`src/rtl/seq_alu.sv`:
```
// Sequential 16-bit ALU: single-cycle ops finish in one edge, MUL and DIV
// iterate 16 times (shift-add / restoring division) before a one-cycle done pulse.
module seq_alu (
    input  logic        Clk,
    input  logic        Rst,
    input  logic        start,
    input  logic [2:0]  op,
    input  logic [15:0] a_in,
    input  logic [15:0] b_in,
    output logic [15:0] result,
    output logic        done,
    output logic        busy,
    output logic        flag
);

    typedef enum logic [1:0] {IDLE, ITER, DONE} state_t;

    localparam logic [2:0] OP_ADD   = 3'b000;
    localparam logic [2:0] OP_SUB   = 3'b001;
    localparam logic [2:0] OP_INC   = 3'b010;
    localparam logic [2:0] OP_SHR   = 3'b011;
    localparam logic [2:0] OP_MUL   = 3'b100;
    localparam logic [2:0] OP_DIV   = 3'b101;
    localparam logic [2:0] OP_PASSB = 3'b110;

    state_t      state_q, state_d;
    logic [2:0]  op_q, op_d;
    logic [15:0] a_q, a_d;
    logic [15:0] b_q, b_d;
    logic [3:0]  cnt_q, cnt_d;
    logic [31:0] work_q, work_d;
    logic [15:0] result_q, result_d;
    logic        flag_q, flag_d;
    logic        done_q, done_d;

    logic [16:0] add_sum;
    logic [16:0] inc_sum;
    logic [16:0] mul_sum;
    logic [31:0] mul_step;
    logic [16:0] div_shift;
    logic        div_ge;
    logic [15:0] div_rem;
    logic [31:0] div_step;

    assign add_sum = {1'b0, a_in} + {1'b0, b_in};
    assign inc_sum = {1'b0, a_in} + 17'd1;

    // MUL: work = {partial product, remaining multiplier}; LSB of multiplier first.
    assign mul_sum  = work_q[0] ? ({1'b0, work_q[31:16]} + {1'b0, a_q})
                                : {1'b0, work_q[31:16]};
    assign mul_step = {mul_sum, work_q[15:1]};

    // DIV: work = {remainder, dividend/quotient}; quotient bits shift in MSB first.
    assign div_shift = {work_q[31:16], work_q[15]};
    assign div_ge    = (div_shift >= {1'b0, b_q});
    assign div_rem   = div_ge ? 16'(div_shift - {1'b0, b_q}) : div_shift[15:0];
    assign div_step  = {div_rem, work_q[14:0], div_ge};

    always_comb begin
        state_d  = state_q;
        op_d     = op_q;
        a_d      = a_q;
        b_d      = b_q;
        cnt_d    = cnt_q;
        work_d   = work_q;
        result_d = result_q;
        flag_d   = flag_q;
        done_d   = 1'b0;
        case (state_q)
            IDLE: begin
                if (start) begin
                    op_d    = op;
                    a_d     = a_in;
                    b_d     = b_in;
                    cnt_d   = 4'd0;
                    state_d = DONE;
                    done_d  = 1'b1;
                    case (op)
                        OP_ADD: begin
                            result_d = add_sum[15:0];
                            flag_d   = add_sum[16];
                        end
                        OP_SUB: begin
                            result_d = a_in - b_in;
                            flag_d   = (a_in < b_in);
                        end
                        OP_INC: begin
                            result_d = inc_sum[15:0];
                            flag_d   = inc_sum[16];
                        end
                        OP_SHR: begin
                            result_d = {1'b0, a_in[15:1]};
                            flag_d   = 1'b0;
                        end
                        OP_MUL: begin
                            work_d  = {16'h0000, b_in};
                            state_d = ITER;
                            done_d  = 1'b0;
                        end
                        OP_DIV: begin
                            if (b_in == 16'h0000) begin
                                result_d = 16'hFFFF;
                                flag_d   = 1'b1;
                            end else begin
                                work_d  = {16'h0000, a_in};
                                state_d = ITER;
                                done_d  = 1'b0;
                            end
                        end
                        OP_PASSB: begin
                            result_d = b_in;
                            flag_d   = 1'b0;
                        end
                        default: begin
                            result_d = 16'h0000;
                            flag_d   = 1'b0;
                        end
                    endcase
                end
            end
            ITER: begin
                cnt_d  = cnt_q + 4'd1;
                work_d = (op_q == OP_MUL) ? mul_step : div_step;
                if (cnt_q == 4'd15) begin
                    state_d = DONE;
                    done_d  = 1'b1;
                    if (op_q == OP_MUL) begin
                        result_d = mul_step[15:0];
                        flag_d   = |mul_step[31:16];
                    end else begin
                        result_d = div_step[15:0];
                        flag_d   = 1'b0;
                    end
                end
            end
            default: state_d = IDLE;
        endcase
    end

    always_ff @(posedge Clk or posedge Rst) begin
        if (Rst) begin
            state_q  <= IDLE;
            op_q     <= 3'd0;
            a_q      <= 16'h0000;
            b_q      <= 16'h0000;
            cnt_q    <= 4'd0;
            work_q   <= 32'h0000_0000;
            result_q <= 16'h0000;
            flag_q   <= 1'b0;
            done_q   <= 1'b0;
        end else begin
            state_q  <= state_d;
            op_q     <= op_d;
            a_q      <= a_d;
            b_q      <= b_d;
            cnt_q    <= cnt_d;
            work_q   <= work_d;
            result_q <= result_d;
            flag_q   <= flag_d;
            done_q   <= done_d;
        end
    end

    assign result = result_q;
    assign flag   = flag_q;
    assign done   = done_q;
    assign busy   = (state_q != IDLE);

endmodule

```
`config.mk`:
```
export PLATFORM = sky130hd
export DESIGN_NAME = seq_alu
export DESIGN_NICKNAME = d
export VERILOG_FILES = /design/src/rtl/seq_alu.sv
export SDC_FILE = /design/constraint.sdc
export NUM_CORES = 1
export LEC_CHECK = 0
export ABC_CLOCK_PERIOD_IN_PS = 3900
export CAP_MARGIN = 20
export CORE_MARGIN = 2
export CORE_UTILIZATION = 40
export DETAILED_ROUTE_END_ITERATION = 10
export GPL_TIMING_DRIVEN = 0
export SYNTH_ARGS = -nofsm -noshare
export SYNTH_HDL_FRONTEND = slang
export SYNTH_SLANG_ARGS = --single-unit
```
`constraint.sdc`:
```
create_clock -name Clk -period 3.9 [get_ports Clk]
set_input_delay 0.39 -clock Clk [delete_from_list [all_inputs] [get_ports Clk]]
set_output_delay 0.39 -clock Clk [all_outputs]
set_load 0.1 [all_outputs]
```
==> flow_metrics.tcl, run 1 <==
set metrics [dict create \
    critPathArrivalTime_ns 3.75 \
    fin_skew_ns 0.00762 \
    dpl_worst_slack_ns 0.116 \
    gp_congestion 0.910 \
    syn_inst 1048 \
    setup_viol 0 \
    rows 53 \
    cts_setup_buffers 0 \
    cts_tree "done" \
    ys.flop_type "dfrtp_1" \
    area_delta_synth_final_pct 15.1 \
    grt.overflow.total 0 \
    dpl.hpwl_um 22200 \
    cts_root_buffer "clkbuf_16" \
    h-tree-depth 3 \
    crit_buf_inv 3 \
    ir_drop_mv 0.457 \
    start_util_pct 40.4 \
    drv_slew 0 \
    netlist_area_um2 8410 \
    grt_pass1_wl_um 44700 \
    power.density_nw_per_um2 830 \
    slew_headroom_pct 26.9 \
    end_kind "register" \
    whs_ns 0.435 \
    wire_per_inst_um 20.6 \
    slowest_delay_ns 0.64 \
    start_kind "input pin" \
    wl_um 28700 \
    critPathSlowestCell "clkdlybuf4s50_1" \
    leakage_nw 4.13 \
    drv_cap 0 \
    ctsResizeCount 0 \
    ys_seq_elements 91 \
    finalCriticalPeriod_ns 3.53 \
    worstMarginPinSlew_ns 1.09 \
    worstSetupPathType "input pin to register" \
    finalNonFillerCells 1394 \
    drtIter0Drc 722 \
    status "finished clean" \
    clockBufferDepth 2 \
    ys_seq_area_share_pct 27.1 \
    cts_hold_buf 0 \
    clkLatencyLatePin_ns 0.35 \
    fmax_mhz 283 \
    layout.nets 1222 \
    hp-class "input pin to async pin" \
    critPathRequiredTime_ns 4.11 \
    ant_nets 0 \
    cts_made_buffers 9 \
    drive_gt1_share_pct 6.88 \
    ioPinCount 57 \
    hold_viol_final 0 \
    syn_area_per_cell_um2 8.03 \
    drc_errors 0 \
    fp.dieW_um 149 \
    syn-num-nets 1156 \
    rsz0062_at_grt "false" \
    synthArstFlopShare_pct 100 \
    path_cells "clkdlybuf4s50_1 > inv_1 > ha_1 > buf_2 > nor3b_1 > o31ai_1 > a31o_2 > o41ai_2 > nor2_1 > a221oi_1 > o21ai_0 > a21oi_1 > o21ai_0" \
    core_area_um2 20800 \
    cpLargestDelayFamily "compound AO/OA/AOI/OAI gates" \
    crit_path_frequent_cell "o21ai_0" \
    period_share_pct 90.6 \
    cts.sinks 91 \
    antenna_found_initial 0 \
    final_common_cell "nand2_1" \
    grt_pass1_vias 7834 \
    antennaDiodeCount 0 \
    synth_cell_types 77 \
    grt_max_degree 59 \
    cp_max_fo 9 \
    num_vias 8409 \
    ys_warn_count 0 \
    final_cell_mix "129 x nand2_1, 109 x o21ai_0, 91 x dfrtp_1" \
    synth-edff-count 0 \
    clk_pin_slew_ns 0.07 \
    placed_cells 1377 \
    firstDrtPassIters 5 \
    die_y_um 149 \
    dieArea_um2 22200 \
    port_buffers 53 \
    vias_per_cell 6.03 \
    grtUsageTotal_pct 26.0 \
    fin_ws_ns 0.366 \
]
==> layer usage <==
layer | part of all wire (%) | vias up | GRT usage, %
met2 | 44 | 324 | 39.7
met1 | 47 | 4080 | 38.6
met3 | 7.5 | 40 | 4.28
met4 | 1.8 | 0 | 5.52
met5 | 0 | - | 0
li1 | - | 3965 | -
==> sequential cells by signal, indices dropped and copies added, names as in the netlist <==
register	flops
done	1
cnt_q	4
work_q	32
flag	1
b_q	16
a_q	16
state_q	2
op_q	3
result	16
==> kinds of logic after synthesis <==
| family | count (synthesis) | synth area share, % |
|---|---|---|
| AOI/OAI and AO/OA | 366 | 28.1 |
| and+or+nand+nor | 304 | 16.8 |
| buffers and inverters | 119 | 5.56 |
| DFF | 91 | 27.1 |
| adders and majority gates | 70 | 10.8 |
| muxes | 55 | 7.18 |
| xor gates and xnor gates | 43 | 4.48 |
==> worst reg2reg max path, cell delays in order, from the launching register on <==
cell       delay, ns
dfrtp_1         0.47
ha_1            0.26
inv_1           0.07
fa_1            0.40
nor2b_1         0.22
o31a_1          0.23
o21a_1          0.14
o311ai_0        0.22
a2111oi_0       0.41
o2111ai_1       0.21
nor4_2          0.24
a311o_1         0.27
nand3_1         0.09
==> worst paths after layout <==
check                                  startpoint                     end  slack (ns)  depth (start not counted)
max reg2reg                work_q[16]$_DFFE_PP0P_        flag$_DFFE_PP0P_        0.55                         12
max                                       b_in[2]  result[11]$_DFFE_PP0P_        0.37                         13
min reg2reg                 result[8]$_DFFE_PP0P_   result[8]$_DFFE_PP0P_        0.48                          2
max in group asynchronous                     Rst  work_q[28]$_DFFE_PP0P_        2.81                          3
min in group Clk            result[8]$_DFFE_PP0P_   result[8]$_DFFE_PP0P_        0.48                          2
min                                           Rst  work_q[21]$_DFFE_PP0P_        0.43                          2
==> final cells by class <==
type,instances,area [µm²]
repair buffers,55,566
clock buffers,11,253
multi-input cells,838,5670
fillers,2169,11100
well taps,275,344
plain buffers,56,226
clock inverters,5,106
flip-flops and latches,91,2280
inverters,63,244
==> power by group <==
part | switching (mW) | internal (mW) | total (mW) | leakage [nW]
registers | 0.382 | 1.38 | 1.76 | 1.12
logic | 3.31 | 1.92 | 5.23 | 2.83
clock network | 0.379 | 0.664 | 1.04 | 0.172
==> synth_stat cells (7+ instances only) <==
| cell type | n | area [µm²] |
|---|---|---|
| inv_1 | 62 | 233 |
| a21oi_1 | 85 | 425 |
| a22oi_1 | 7 | 52.6 |
| o21a_1 | 10 | 75.1 |
| ha_1 | 66 | 826 |
| and3_1 | 7 | 43.8 |
| nand2_1 | 129 | 484 |
| nor2_1 | 59 | 221 |
| o221ai_1 | 9 | 78.8 |
| nand2b_1 | 7 | 43.8 |
| nand3_1 | 17 | 85.1 |
| a31oi_1 | 12 | 75.1 |
| xor2_1 | 22 | 193 |
| a221oi_1 | 7 | 61.3 |
| o211ai_1 | 10 | 75.1 |
| o21bai_1 | 9 | 67.6 |
| mux2_2 | 33 | 372 |
| dfrtp_1 | 91 | 2280 |
| mux2i_1 | 21 | 210 |
| or3_1 | 7 | 43.8 |
| o21ai_0 | 109 | 546 |
| a21o_1 | 18 | 135 |
| xnor2_1 | 21 | 184 |
| nand4_1 | 11 | 68.8 |
| a211oi_1 | 17 | 128 |
| nor2b_1 | 14 | 87.6 |
| clkbuf_1 | 43 | 161 |
| nor3_1 | 25 | 125 |
==> per-stage QoR <==
step	power (mW)	utilization [%]	instance area (µm²)	TNS, ns
after floorplan	5.57	-	8410	0
after global placement	6.86	44.6	9290	-33.51
after CTS	7.98	46.5	9680	0
after detailed placement	6.91	44.8	9320	0
after global routing	8.66	46.5	9690	0
final	8.03	46.5	9690	0
No activity file was read; power rests on OpenSTA's default activity.
==> inputs of run 2 (changes only) <==
- SKIP_LAST_GASP: not set -> 1
==> results of run 2 <==
The final DEF is identical to that of run 1; final timing and power are the same.
